## src/rtl/p2s_ctrl_pkg.sv

```systemverilog
// rtl/p2s_ctrl_pkg.sv - shared state encoding, default word width and width helper for the p2s readout controller
package p2s_ctrl_pkg;

    localparam logic [2:0] S_IDLE  = 3'd0;
    localparam logic [2:0] S_REQ   = 3'd1;
    localparam logic [2:0] S_WAIT  = 3'd2;
    localparam logic [2:0] S_LOAD  = 3'd3;
    localparam logic [2:0] S_SHIFT = 3'd4;
    localparam logic [2:0] S_DONE  = 3'd5;

    typedef enum logic [2:0] {
        ST_IDLE  = S_IDLE,
        ST_REQ   = S_REQ,
        ST_WAIT  = S_WAIT,
        ST_LOAD  = S_LOAD,
        ST_SHIFT = S_SHIFT,
        ST_DONE  = S_DONE
    } p2s_state_e;

    localparam int DEFAULT_WORD_W = 16;

    // Bits needed to count 0..value-1, never less than one so counters stay legal.
    function automatic int clog2_min1(input int value);
        int r;
        r = 0;
        while ((1 << r) < value) begin
            r = r + 1;
        end
        if (r < 1) begin
            r = 1;
        end
        return r;
    endfunction

endpackage

```

## src/rtl/p2s_rd_timer.sv

```systemverilog
// rtl/p2s_rd_timer.sv - MRAM read timeout down-counter (clear reloads, enable counts, expired flags the last waiting cycle)
module p2s_rd_timer
    import p2s_ctrl_pkg::*;
#(
    parameter int TMO_CYC = 64
) (
    input  logic clk,
    input  logic rst,
    input  logic clr,
    input  logic en,
    output logic expired
);

    localparam int CW = clog2_min1(TMO_CYC);
    localparam logic [CW-1:0] LOAD_VAL = CW'(TMO_CYC - 1);
    localparam logic [CW-1:0] CNT_ONE  = CW'(1);

    logic [CW-1:0] cnt_q;
    logic [CW-1:0] cnt_d;

    // Reload on clear, then count down once per enabled cycle and park at zero.
    always_comb begin
        cnt_d = cnt_q;
        if (clr) begin
            cnt_d = LOAD_VAL;
        end else if (en && (cnt_q != '0)) begin
            cnt_d = cnt_q - CNT_ONE;
        end
    end

    // The TMO_CYC-th enabled cycle after a clear sees the counter at zero.
    assign expired = en && !clr && (cnt_q == '0);

    // Counter register with synchronous active-low reset.
    always_ff @(posedge clk) begin
        if (!rst) begin
            cnt_q <= '0;
        end else begin
            cnt_q <= cnt_d;
        end
    end

endmodule

```

## src/rtl/p2s_readout_ctrl.sv

```systemverilog
// rtl/p2s_readout_ctrl.sv - MRAM word fetch and p2s shifter sequencer; MRAM_TIMEOUT_EN adds a read timeout with sticky err
module p2s_readout_ctrl
    import p2s_ctrl_pkg::*;
#(
    parameter int ADDR_W  = 10,
    parameter int CNT_W   = 8,
    parameter int WORD_W  = DEFAULT_WORD_W,
    parameter int TMO_CYC = 64
) (
    input  logic              clk,
    input  logic              rst,
    input  logic              start,
    input  logic              abort,
    input  logic [ADDR_W-1:0] base_addr,
    input  logic [CNT_W-1:0]  word_cnt,
    output logic              mram_rd,
    output logic [ADDR_W-1:0] mram_addr,
    input  logic              mram_vld,
    output logic              p2s_en,
    output logic              p2s_load,
    output logic              p2s_send,
    output logic              tx_valid,
    output logic              tx_last,
    output logic              busy,
    output logic              done,
    output logic              err
);

    localparam int BIT_W = clog2_min1(WORD_W);
    localparam logic [BIT_W-1:0]  BIT_LAST = BIT_W'(WORD_W - 1);
    localparam logic [BIT_W-1:0]  BIT_ONE  = BIT_W'(1);
    localparam logic [ADDR_W-1:0] ADDR_ONE = ADDR_W'(1);
    localparam logic [CNT_W-1:0]  CNT_ONE  = CNT_W'(1);

    p2s_state_e        state_q, state_d;
    logic [ADDR_W-1:0] addr_q, addr_d;
    logic [CNT_W-1:0]  words_left_q, words_left_d;
    logic [BIT_W-1:0]  bit_cnt_q, bit_cnt_d;
    logic              tx_valid_q, tx_valid_d;
    logic              tx_last_q, tx_last_d;

`ifdef MRAM_TIMEOUT_EN
    logic tmr_clr;
    logic tmr_en;
    logic tmr_expired;
    logic err_q, err_d;

    // The timer is reloaded while the read strobe is out and runs only while waiting for data.
    assign tmr_clr = (state_q == ST_REQ);
    assign tmr_en  = (state_q == ST_WAIT);

    p2s_rd_timer #(
        .TMO_CYC (TMO_CYC)
    ) u_rd_timer (
        .clk     (clk),
        .rst     (rst),
        .clr     (tmr_clr),
        .en      (tmr_en),
        .expired (tmr_expired)
    );

    assign err = err_q;
`else
    logic unused_tmo_cyc;
    assign unused_tmo_cyc = (TMO_CYC != 0);
    assign err = 1'b0;
`endif

    // Strobes decode straight from the state so load and send can never overlap.
    assign mram_rd   = (state_q == ST_REQ);
    assign p2s_load  = (state_q == ST_LOAD);
    assign p2s_send  = (state_q == ST_SHIFT);
    assign busy      = (state_q != ST_IDLE);
    assign p2s_en    = busy;
    assign done      = (state_q == ST_DONE);
    assign mram_addr = addr_q;
    assign tx_valid  = tx_valid_q;
    assign tx_last   = tx_last_q;

    // Next-state, counter and flag logic; abort overrides everything outside IDLE.
    always_comb begin
        state_d      = state_q;
        addr_d       = addr_q;
        words_left_d = words_left_q;
        bit_cnt_d    = bit_cnt_q;
`ifdef MRAM_TIMEOUT_EN
        err_d        = err_q;
`endif
        // The shifter output is registered, so a send this cycle is a valid bit next cycle.
        tx_valid_d = p2s_send && !abort;
        tx_last_d  = p2s_send && !abort && (bit_cnt_q == BIT_LAST)
                     && (words_left_q == CNT_ONE);

        case (state_q)
            ST_IDLE: begin
                if (start && !abort) begin
`ifdef MRAM_TIMEOUT_EN
                    err_d = 1'b0;
`endif
                    if (word_cnt != '0) begin
                        addr_d       = base_addr;
                        words_left_d = word_cnt;
                        state_d      = ST_REQ;
                    end else begin
                        state_d = ST_DONE;
                    end
                end
            end
            ST_REQ: begin
                state_d = ST_WAIT;
            end
            ST_WAIT: begin
                if (mram_vld) begin
                    state_d = ST_LOAD;
`ifdef MRAM_TIMEOUT_EN
                end else if (tmr_expired) begin
                    err_d        = 1'b1;
                    words_left_d = '0;
                    state_d      = ST_DONE;
`endif
                end
            end
            ST_LOAD: begin
                bit_cnt_d = '0;
                state_d   = ST_SHIFT;
            end
            ST_SHIFT: begin
                if (bit_cnt_q == BIT_LAST) begin
                    bit_cnt_d = '0;
                    if (words_left_q > CNT_ONE) begin
                        // Address wraps naturally at the top of the MRAM word space.
                        addr_d       = addr_q + ADDR_ONE;
                        words_left_d = words_left_q - CNT_ONE;
                        state_d      = ST_REQ;
                    end else begin
                        words_left_d = '0;
                        state_d      = ST_DONE;
                    end
                end else begin
                    bit_cnt_d = bit_cnt_q + BIT_ONE;
                end
            end
            ST_DONE: begin
                state_d = ST_IDLE;
            end
            default: begin
                state_d = ST_IDLE;
            end
        endcase

        if (abort && (state_q != ST_IDLE)) begin
            state_d   = ST_IDLE;
            bit_cnt_d = '0;
`ifdef MRAM_TIMEOUT_EN
            err_d     = err_q;
`endif
        end
    end

    // State, counters and registered serial flags with synchronous active-low reset.
    always_ff @(posedge clk) begin
        if (!rst) begin
            state_q      <= ST_IDLE;
            addr_q       <= '0;
            words_left_q <= '0;
            bit_cnt_q    <= '0;
            tx_valid_q   <= 1'b0;
            tx_last_q    <= 1'b0;
`ifdef MRAM_TIMEOUT_EN
            err_q        <= 1'b0;
`endif
        end else begin
            state_q      <= state_d;
            addr_q       <= addr_d;
            words_left_q <= words_left_d;
            bit_cnt_q    <= bit_cnt_d;
            tx_valid_q   <= tx_valid_d;
            tx_last_q    <= tx_last_d;
`ifdef MRAM_TIMEOUT_EN
            err_q        <= err_d;
`endif
        end
    end

endmodule

```

## config.mk

```make
export PLATFORM = sky130hd
export DESIGN_NAME = p2s_readout_ctrl
export DESIGN_NICKNAME = d
export VERILOG_FILES = /design/src/rtl/p2s_ctrl_pkg.sv /design/src/rtl/p2s_rd_timer.sv /design/src/rtl/p2s_readout_ctrl.sv
export SDC_FILE = /design/constraint.sdc
export NUM_CORES = 1
export LEC_CHECK = 0
export ABC_CLOCK_PERIOD_IN_PS = 4000
export CORE_UTILIZATION = 53
export DETAILED_ROUTE_END_ITERATION = 10
export PLACE_DENSITY_LB_ADDON = 0.2
export SETUP_SLACK_MARGIN = 0.5
export SLEW_MARGIN = 20
export SYNTH_ARGS = -nofsm -noshare
export SYNTH_HDL_FRONTEND = slang
export SYNTH_HIERARCHICAL = 1
export SYNTH_SLANG_ARGS = --single-unit
export TNS_END_PERCENT = 5
```

## constraint.sdc

```tcl
create_clock -name clk -period 4 [get_ports clk]
set_clock_uncertainty 0.05 [all_clocks]
set_input_delay 0.4 -clock clk [delete_from_list [all_inputs] [get_ports clk]]
set_output_delay 0.4 -clock clk [all_outputs]
set_load 0.02 [all_outputs]
```

After elaboration in Yosys (flattened, before gate mapping)

Cells that the tools add are included.
Widths: inputs -> output; s select.

Flip-flop bits (word level): 27
Logic and storage cells: 56

Eq/ne operators: 12
Order comparisons: 1
Bitwise operators: 1
Reduce and logical (&&, ||, !) cells: 15
Add/sub/neg operators: 3
Muxes and demuxes: 18

Operator list:

| cell                  | number |
|---|---|
| $mux 10               | 4 |
| $mux 8                | 4 |
| $pmux 10 s2           | 1 |
| $pmux 8 s2            | 1 |
| $mux 3                | 5 |
| $pmux 3 s5            | 1 |
| $add 10x1->10 const B | 1 |
| $eq 8x1->1 const B    | 1 |
| $gt 8x1->1 const B    | 1 |
| $pmux 4 s2            | 1 |
| $reduce_bool 8->1     | 1 |
| $sub 8x1->8 const B   | 1 |
| $eq 3x2->1 const B    | 2 |
| $eq 3x3->1 const B    | 2 |
| $ne 2x2->1 const B    | 3 |
| $logic_and 1x1->1     | 5 |
| $reduce_and 5->1      | 1 |
| $add 4x1->4 const B   | 1 |
| $eq 4x4->1 const B    | 1 |
| $mux 4                | 1 |
| $ne 2x1->1 const B    | 2 |
| $reduce_and 4->1      | 1 |
| $reduce_bool 2->1     | 2 |
| $eq 3x1->1 const B    | 1 |
| other kinds (6)       | 6 |

Logic depth before layout (Yosys ltp)

Gate-level depths: netlist of the first run.

Word-level depth: 4
Depth in mapped cells: 8

Least setup slack after synthesis of the first run

No wires, ideal clock.

Path kind: register to register
From: reg state_q[1]
To: reg addr_q[5] (netlist: mram_addr[5])
Path buffers: 2
Setup time: 130 ps
Stages on the path, launching flop included: 8
Path slack: 2,169 ps
Arrival: 1,650 ps
Path through: dfxtp_1 buf_2 or3_1 o22ai_2 nand2_2 buf_2 o311ai_1 o31ai_1

Cells in the longest elaborated chain, start to end: 3
Elaborated cells on any way between the ends: 9
Those cells by class: eq/ne: 5; mux: 1; reduce/logical: 3

RTL lines:

| what                                                      | RTL line                | source |
|---|---|---|
| start, declared                                           | p2s_readout_ctrl.sv:35  | `p2s_state_e state_q, state_d;` |
| start signal, assigned                                    | p2s_readout_ctrl.sv:173 | `state_q <= state_d;` |
| $eq 3x3->1 / $logic_not 3->1 (equally long branches)      | p2s_readout_ctrl.sv:94  | `case (state_q)` |
| $ne 2x1->1 (no source line), or another cell as far along | --                      |  |
| $reduce_and 5->1 (no source line)                         | --                      |  |
| end signal, assigned                                      | p2s_readout_ctrl.sv:174 | `addr_q <= addr_d;` |
| end, declared                                             | p2s_readout_ctrl.sv:36  | `logic [ADDR_W-1:0] addr_q, addr_d;` |

Several ways; a longest one is shown, not always the timed one.
A chain may end at the register's enable or synchronous reset.

Final worst setup path of the first run

From: reg state_q[2]
To: out p2s_send

Cells in the longest elaborated chain, start to end: 1

RTL lines:

| what          | RTL line               | source |
|---|---|---|
| $eq 3x3->1    | p2s_readout_ctrl.sv:72 | `assign p2s_send = (state_q == ST_SHIFT);` |
| end, declared | p2s_readout_ctrl.sv:21 | `output logic p2s_send,` |

No other way between the ends.

==> metrics, run 1 <==
unrepaired setup endpoints after global routing no; delay of the slowest cell on the worst path 0.64 ns; clock buffers created by TritonCTS 3; global-route wire length before repair 6580 µm; top area cells in the synthesized netlist dfxtp_1 31%, nand2_1 6.3%, a21oi_1 5.2%; post-placement cell area 2100 µm²; post-synthesis average cell area 8.04 µm²; Hold WC Path Type flop to flop; routed wire length 4110 µm; last weighted congestion value of the routability-driven placer 0.861; clock latency of the later-clocked register in the worst-skew pair 0.32 ns; MaxCap Viol Count 0; main flop type after synthesis dfxtp_1; clock transition time at the flip-flop clock pins of the worst setup and hold paths 0.14 ns; Peak VDD IR 0.000209 V; library cells used by synthesis 58; GRT Util Overall 24.3%; type of origin of the critical path flop; worst setup margin 1.38 ns; number of diodes added for antenna fixing 0; crit path max fanout 39; proportion of netlist area held by the largest area contributor 31.3%; clock tree sinks 27; CTS hold repair buffers 0; IO Pins 42; die outline height 59.1 µm; Port-buffer cells 40; share of async-settable or async-resettable flops after synthesis 0%; fraction of final layout cells sized beyond drive strength 1 8.91%; relative slew slack 61.7%; vias in the first global route 1,466; via/cell ratio 5.95; number of warnings issued by yosys 6; H-tree levels 1; antenna violations before repair 0; initial standard-cell utilization of the core 56.2%; number of cells on the worst hold path 2; iteration count of the initial detailed-routing pass 4; worst hold path endpoint mram_addr[9]$_SDFFE_PN0P_; status finished, final reports clean; TritonCTS clock tree yes; worst slew pin tran 0.574 ns; final instance area 2130 µm²; setup total negative slack 0 ns; number of slew-limit violations in the final report 0; Slowest cell on crit path or3b_4; endpoint of the most critical register-to-register path mram_addr[5]$_SDFFE_PN0P_; overall via count from detail_route 1,730; Power Dens Cells 271 nW/µm²; setup slack after placement 1.68 ns; DP Wirelength 2890 µm; Mapped Nets 242; number of cells traversed by the worst register-to-register path 5; synthesis-stage register bit count 27; critical path class flop to primary output; cell-by-cell listing of the critical path or3b_4, clkinv_1, clkdlybuf4s50_1; origin of the worst min-delay path mram_addr[9]$_SDFFE_PN0P_; maximum number of pins on one net before global-route repair 40; Layout Area Growth over Synthesis 23.0%; cell chosen for the clock root clkbuf_4; buffer depth of the longest clock path 2; part of the Yosys area used for sequential elements 31.3%; number of instances in the synthesized netlist 215; required arrival time at the worst endpoint 3.55 ns; top cell type by total area after synthesis dfxtp_1; horizontal die dimension 59.1 µm; Period Utilization, post-route 65.4%; type of element capturing the critical path primary output; min Tclk post-route 2.62 ns; final setup vio count 0; Post CTS Setup Buffer Count 0; endpoints failing hold 0; launching point of the worst reg2reg path state_q[2]$_SDFFE_PP0P_; arrival time at the worst endpoint 2.17 ns; overflow left after global routing 0; net count reported at finish 275; worst reg-to-reg setup slack 1.63 ns; die area 3500 µm²; Post-CTS Resized 0; EDFF count, synth 0; top achievable clock speed 0.382 GHz; cell area after technology mapping 1730 µm²; leakage power 0.780 nW; average wire per standard cell 14.1 µm; count of nets left with antenna violations after detail routing 0; starting DRC count in detailed routing 105; row count 20; core region area 3080 µm²; number of DRC violations after detailed routing 0
power breakdown:
part	internal, mW	switching (mW)	leakage [nW]
clock	0.0391	0.0790	0.0150
sequential	0.282	0.0187	0.220
combinational	0.0729	0.0839	0.545
placed cells by master (no fill, tap or decap), drive strengths merged, types with 2 or more instances in the layout:
cell and instances:
a21oi 21, and3b 2, nand3 5, nand2 30, o22ai 2, a211o 2
or3 3, nand4 3, a31oi 2, ha 4, a32oi 2, a211oi 5
nor4 5, o31a 2, nor3 7, o31ai 6, o311ai 3, clkbuf 4
or2 2, inv 4, o211ai 4, nand3b 4, o21ai 16, dfxtp 27
and4 2, nor2 16, nand2b 3, and3 2, clkdlybuf4s50 40
per-stage QoR:
step	utilization, %	power, mW	cells	hold WS, ns
floorplan	-	0.407	215	0.422
global placement	68.3	0.461	287	0.437
detailed placement	68.3	0.462	287	0.434
CTS	69.1	0.576	291	0.457
global route	69.1	0.602	291	0.468
finish	69.1	0.576	291	0.452
per-layer routing:
metal | share of wire, % | up-vias | track usage [%] | wire length, µm
met1 | 47 | 804 | 32.9 | 1950
met2 | 47 | 56 | 41.2 | 1920
met4 | 0.95 | 0 | 7.14 | 39
met3 | 4.9 | 4 | 2.18 | 202
li1 | - | 866 | - | -
met5 | 0 | - | 0 | 0
kinds of logic after synthesis:
group | Yosys count | synth area share (%)
fa+ha+maj | 4 | 2.89
flops | 27 | 31.3
simple gates | 89 | 28.0
mux | 1 | 0.579
other cells | 1 | 0.217
buf+inv | 18 | 6.37
compound gates | 73 | 29.7
xor+xnor | 2 | 1.01
cells in the mapped netlist, types with 2 or more instances:
| master | instances |
|---|---|
| inv_1 | 4 |
| buf_6 | 3 |
| a211o_1 | 2 |
| nor4_1 | 5 |
| nand2_1 | 29 |
| buf_4 | 4 |
| ha_1 | 4 |
| nand3_1 | 5 |
| nand4_1 | 3 |
| clkbuf_1 | 2 |
| a21oi_1 | 18 |
| a31oi_1 | 2 |
| o311ai_1 | 3 |
| dfxtp_1 | 27 |
| o21ai_2 | 3 |
| and3_1 | 2 |
| o31ai_1 | 6 |
| buf_2 | 4 |
| a32oi_1 | 2 |
| nor2_1 | 15 |
| a211oi_1 | 5 |
| nand3b_1 | 4 |
| and3b_1 | 2 |
| and4_1 | 2 |
| or3_1 | 2 |
| or2_2 | 2 |
| nor3_1 | 6 |
| nand2b_1 | 3 |
| o21ai_0 | 12 |
| o211ai_1 | 4 |
| a21oi_2 | 3 |
state kept, by name, summed over array words and instances, names as in the netlist:
register	cells
bit_cnt_q	4
mram_addr	10
state_q	3
tx_last	1
tx_valid	1
words_left_q	8
final cells by class:
cell class                 count  area, µm²
multi-input combinational    170       1080
fill                         270        951
sequential                    27        541
timing repair buffer          41        408
tap                           44       55.1
clock buffer                   4       26.3
inverter                       5       18.8
critical path: cells and delay by family (launching register included):
kind	cells	cell delay [ns]
simple gates	1	0.64
flops	1	0.48
buf+inv	2	0.72
worst max path at each step:
| stage | startpoint | to | slack [ns] | cells after the start |
|---|---|---|---|---|
| after global routing | state_q[1]$_SDFFE_PP0P_ | p2s_send | 1.30 | 3 |
| after CTS | state_q[2]$_SDFFE_PP0P_ | p2s_send | 1.40 | 3 |
| final | state_q[2]$_SDFFE_PP0P_ | p2s_send | 1.38 | 3 |
| after floorplan | state_q[1]$_SDFFE_PP0P_ | mram_addr[5]$_SDFFE_PN0P_ | 2.17 | 7 |
| after global placement | state_q[2]$_SDFFE_PP0P_ | mram_addr[5]$_SDFFE_PN0P_ | 1.71 | 5 |
| after detailed placement | state_q[2]$_SDFFE_PP0P_ | mram_addr[5]$_SDFFE_PN0P_ | 1.68 | 5 |
Note: power is estimated with default switching activity, not from simulation.
==> run 2: changes to the inputs <==
--- a/config.mk
+++ b/config.mk
@@ -5,8 +5,8 @@
 export SDC_FILE = /design/constraint.sdc
 export NUM_CORES = 1
 export LEC_CHECK = 0
-export ABC_CLOCK_PERIOD_IN_PS = 4000
-export CORE_UTILIZATION = 53
+export ABC_CLOCK_PERIOD_IN_PS = 2200
+export CORE_UTILIZATION = 45
 export DETAILED_ROUTE_END_ITERATION = 10
 export PLACE_DENSITY_LB_ADDON = 0.2
 export SETUP_SLACK_MARGIN = 0.5
==> constraint.sdc (replaced) <==
create_clock -name clk -period 2.2 [get_ports clk]
set_clock_uncertainty 0.05 [all_clocks]
set_input_delay 0.22 -clock clk [delete_from_list [all_inputs] [get_ports clk]]
set_output_delay 0.22 -clock clk [all_outputs]
set_load 0.02 [all_outputs]
==> metrics, run 2 (same netlist as run 1, synthesis figures left out) <==
clock latency of the later-clocked register in the worst-skew pair 0.28 ns; crit path max fanout 7; Post-Place Cells 301; core region area 3660 µm²; top achievable clock speed 0.523 GHz; clock tree sinks 27; H-tree levels 1; last weighted congestion value of the routability-driven placer 0.879; Filler Cell Count 344; vias in the first global route 1,549; type of element capturing the critical path flop; number of diodes added for antenna fixing 0; average wire per standard cell 14.3 µm; leakage power 0.857 nW; row count 22; number of cells traversed by the worst register-to-register path 4; number of DRC violations after detailed routing 0; overflow left after global routing 0; worst setup margin 0.286 ns; critical path class flop to flop; MaxCap Viol Count 0; worst hold path endpoint state_q[1]$_SDFFE_PP0P_; DP Wirelength 3210 µm; GRT Util Overall 22.5%; initial standard-cell utilization of the core 47.2%; total power 1.14 mW; maximum number of pins on one net before global-route repair 23; number of cells in the finished layout apart from fillers 307; type of origin of the critical path flop; worst reg-to-reg setup slack 0.29 ns; Peak VDD IR 0.000392 V; cell chosen for the clock root clkbuf_8; unrepaired setup endpoints after global routing yes; leading cell type in the layout, fill and taps excluded clkdlybuf4s50_1; IO Pins 42; arrival time at the worst endpoint 2.03 ns; clock transition time at the flip-flop clock pins of the worst setup and hold paths 0.09 ns; Switching Fraction 31.0%; utilization after layout 61.6%; Port-buffer cells 40; Period Utilization, post-route 87.0%; die area 4090 µm²; global-route wire length before repair 7190 µm; endpoint of the most critical register-to-register path mram_addr[7]$_SDFFE_PN0P_; setup total negative slack 0 ns; smallest hold slack 0.420 ns; status finished, final reports clean; horizontal die dimension 64.0 µm; iteration count of the initial detailed-routing pass 4; buffer depth of the longest clock path 2; Hold WC Path Type flop to flop; die outline height 64.0 µm; fraction of final layout cells sized beyond drive strength 1 15.8%; flip-flop count of the largest register, all copies and words added 10; setup slack after placement 0.183 ns; endpoints failing hold 0; final setup vio count 0; Layout Area Growth over Synthesis 30.3%; TritonCTS clock tree yes; CTS hold repair buffers 0; post-placement cell area 2190 µm²; Power Dens Cells 506 nW/µm²; top library cells by usage in the layout, fill and taps aside 37 x clkdlybuf4s50_1, 29 x nand2_1, 23 x dfxtp_1; clock network fraction of total power 25.4%; net count reported at finish 287; antenna violations before repair 0; number of slew-limit violations in the final report 0; required arrival time at the worst endpoint 2.31 ns; share of power burned in combinational logic 27.0%; overall via count from detail_route 1,784; via/cell ratio 5.81; P_int 0.787 mW; starting DRC count in detailed routing 98; count of nets left with antenna violations after detail routing 0; min Tclk post-route 1.91 ns; share of total power in sequential cells 47.6%; number of cells on the worst hold path 1; clock buffers created by TritonCTS 3; launching point of the worst reg2reg path words_left_q[3]$_SDFFE_PN0P_; Switch Pwr 0.354 mW; final instance area 2250 µm²; origin of the worst min-delay path state_q[2]$_SDFFE_PP0P_; routed wire length 4390 µm
-- run 2: cell type report --
class                      count  area [µm²]  area share [%]
clock buffer                   4        45.0            2.00
timing repair buffer          53         494            21.9
multi-input combinational    170        1090            48.3
sequential                    27         548            24.3
tap                           48        60.1            2.67
inverter                       5        18.8           0.833
-- run 2: worst max-delay path: stages (launching register included) --
cell     delay, ns
dfxtp_1       0.37
or4_4         0.57
or3_4         0.42
o21ai_4       0.25
o32ai_1       0.13
-- run 2: how the worst max path moves through the flow --
stage	start	cells past startpoint	to	slack (ns)
after CTS	words_left_q[3]$_SDFFE_PN0P_	4	mram_addr[7]$_SDFFE_PN0P_	0.31
final	words_left_q[3]$_SDFFE_PN0P_	4	mram_addr[7]$_SDFFE_PN0P_	0.29
after floorplan	words_left_q[2]$_SDFFE_PN0P_	5	mram_addr[1]$_SDFFE_PN0P_	0.38
after global placement	word_cnt[5]	7	words_left_q[0]$_SDFFE_PN0P_	0.25
after global routing	words_left_q[3]$_SDFFE_PN0P_	5	mram_addr[7]$_SDFFE_PN0P_	0.23
after detailed placement	state_q[2]$_SDFFE_PP0P_	5	mram_addr[7]$_SDFFE_PN0P_	0.18
-- run 2: per-layer routing --
metal	part of all wire [%]	track usage (%)
met1	46	30.8
met2	47	35.5
met3	4.8	2.32
met4	1.5	9.38
met5	0	0
-- run 2: timing repair --
action / CTS / global route
endpoints found under the setup margin: 27 / 31
resized for setup: 9 / 1
pin swaps: 0 / 1
buffers inserted: 0 / 2
-- run 2: power groups by stage --
stage / clock network, mW / registers, mW / logic, mW
2_1_floorplan: 0 / 0.560 / 0.182
5_1_grt: 0.312 / 0.549 / 0.333
4_1_cts: 0.300 / 0.542 / 0.302
3_5_place_dp: 0 / 0.554 / 0.303
3_3_place_gp: 0 / 0.553 / 0.301
6_report: 0.290 / 0.543 / 0.308
==> run 3: changes to the inputs <==
==> constraint.sdc (replaced) <==
create_clock -name clk -period 2.2 [get_ports clk]
set_clock_uncertainty 0.05 [all_clocks]
set_input_delay 0.44 -clock clk [delete_from_list [all_inputs] [get_ports clk]]
set_output_delay 0.44 -clock clk [all_outputs]
set_load 0.02 [all_outputs]
==> metrics, run 3 (same netlist as run 1, synthesis figures left out) <==
status finished, final reports clean; endpoints failing hold 0; horizontal die dimension 64.0 µm; busiest metal layer after global routing met2; utilization after layout 62.4%; die area 4090 µm²; clock network fraction of total power 24.9%; share of power burned in combinational logic 27.9%; clock buffers created by TritonCTS 3; overflow left after global routing 0; met3 routing resource usage after global routing 2.50%; Power Dens Cells 502 nW/µm²; Hold WC Path Type flop to flop; starting DRC count in detailed routing 126; final setup vio count 0; net count reported at finish 292; GRT Util Overall 23.8%; antenna violations before repair 0; P_int 0.791 mW; met1 usage 34.0%; leading cell type in the layout, fill and taps excluded clkdlybuf4s50_1; iteration count of the initial detailed-routing pass 4; Switching Fraction 31.0%; startpoint of the most critical setup path words_left_q[3]$_SDFFE_PN0P_; type of element capturing the critical path flop; Filler Cell Count 352; count of nets left with antenna violations after detail routing 0; via/cell ratio 5.79; number of slew-limit violations in the final report 0; top library cells by usage in the layout, fill and taps aside 34 x clkdlybuf4s50_1, 29 x nand2_1, 25 x dfxtp_1; TritonCTS clock tree yes; number of cells traversed by the worst register-to-register path 5; routed wire length 4540 µm; number of diodes added for antenna fixing 0; number of DRC violations after detailed routing 0; global-route wire length before repair 7780 µm; arrival time at the worst endpoint 2.06 ns; die outline height 64.0 µm; crit path max fanout 6; buffer depth of the longest clock path 2; maximum number of pins on one net before global-route repair 32; launching point of the worst reg2reg path words_left_q[3]$_SDFFE_PN0P_; Switch Pwr 0.356 mW; share of total power in sequential cells 47.2%; critical path class flop to flop; type of origin of the critical path flop; flip-flop count of the largest register, all copies and words added 10; clock latency of the later-clocked register in the worst-skew pair 0.27 ns; initial standard-cell utilization of the core 47.2%; average wire per standard cell 14.6 µm; clock tree sinks 27; MaxCap Viol Count 0; global-route met2 utilization 38.0%; Critical Path End mram_addr[8]$_SDFFE_PN0P_; overall via count from detail_route 1,805; cell chosen for the clock root clkbuf_8; setup total negative slack 0 ns; core region area 3660 µm²; leakage power 0.882 nW; Port-buffer cells 40; row count 22; Period Utilization, post-route 87.1%; Peak VDD IR 0.000304 V; unrepaired setup endpoints after global routing yes; min Tclk post-route 1.92 ns; vias in the first global route 1,611; required arrival time at the worst endpoint 2.35 ns; worst reg-to-reg setup slack 0.28 ns; fraction of final layout cells sized beyond drive strength 1 18.2%; endpoint of the most critical register-to-register path mram_addr[8]$_SDFFE_PN0P_; top achievable clock speed 0.522 GHz; DP Wirelength 3230 µm; last weighted congestion value of the routability-driven placer 0.905; Layout Area Growth over Synthesis 32.2%; H-tree levels 1; IO Pins 42; clock transition time at the flip-flop clock pins of the worst setup and hold paths 0.09 ns
[run 3: changes by cell type in the layout (fill, tap and decap cells not counted), moves of 2 or more]
cell             delta
buf_4               +4
dfxtp_1             +2
dfxtp_2             -2
buf_2               +2
clkdlybuf4s50_1     -3
[run 3: timing repair]
item,4_1_cts,5_1_grt
hold buffers,0,0
setup endpoints to repair,37,40
pin swaps,1,1
gates cloned,0,1
setup buffers,2,1
resized for setup,16,4
[run 3: worst min path at each step]
stage | cells after the start | start | slack, ns | endpoint
floorplan | 2 | words_left_q[7]$_SDFFE_PN0P_ | 0.42 | words_left_q[7]$_SDFFE_PN0P_
global placement | 2 | mram_addr[9]$_SDFFE_PN0P_ | 0.43 | mram_addr[9]$_SDFFE_PN0P_
detailed placement | 2 | mram_addr[9]$_SDFFE_PN0P_ | 0.44 | mram_addr[9]$_SDFFE_PN0P_
CTS | 1 | state_q[0]$_SDFFE_PP0P_ | 0.45 | state_q[0]$_SDFFE_PP0P_
global route | 2 | mram_addr[9]$_SDFFE_PN0P_ | 0.48 | mram_addr[9]$_SDFFE_PN0P_
finish | 1 | state_q[0]$_SDFFE_PP0P_ | 0.45 | state_q[0]$_SDFFE_PP0P_
[run 3: cell type report]
cell class / count / area, µm² / area share [%]
clock buffer: 4 / 45.0 / 1.97
multi-input combinational: 171 / 1100 / 48.2
timing repair buffer: 57 / 515 / 22.6
inverter: 5 / 18.8 / 0.821
sequential: 27 / 546 / 23.9
tap: 48 / 60.1 / 2.63
[run 3: per-layer routing]
metal	share of wire, %	up-vias	wire length (µm)
li1	-	908	-
met4	1.1	0	51
met2	47	59	2120
met1	47	832	2150
met3	4.8	6	220
met5	0	-	0
[run 3: power by group through the flow]
stage | Combinational, mW | Clock (mW) | Sequential [mW]
2_1_floorplan | 0.182 | 0 | 0.560
3_3_place_gp | 0.314 | 0 | 0.552
3_5_place_dp | 0.315 | 0 | 0.553
4_1_cts | 0.311 | 0.294 | 0.541
5_1_grt | 0.348 | 0.320 | 0.545
6_report | 0.320 | 0.285 | 0.542
[run 3: critical path: stages (launching register included)]
cell	delay, ns
dfxtp_4	0.37
or4_4	0.55
or3_4	0.44
nor2_4	0.23
o311ai_1	0.12
o31ai_1	0.07
[run 3: per-stage QoR]
step / hold WS [ns] / setup WS, ns / cell area [µm²] / total power [mW] / std cells
CTS: 0.447 / 0.296 / 2260 / 1.15 / 310
global route: 0.481 / 0.199 / 2290 / 1.21 / 312
detailed placement: 0.443 / 0.0523 / 2210 / 0.868 / 304
finish: 0.445 / 0.285 / 2290 / 1.15 / 312
global placement: 0.432 / 0.0878 / 2210 / 0.865 / 304
floorplan: 0.422 / 0.384 / 1730 / 0.742 / 215
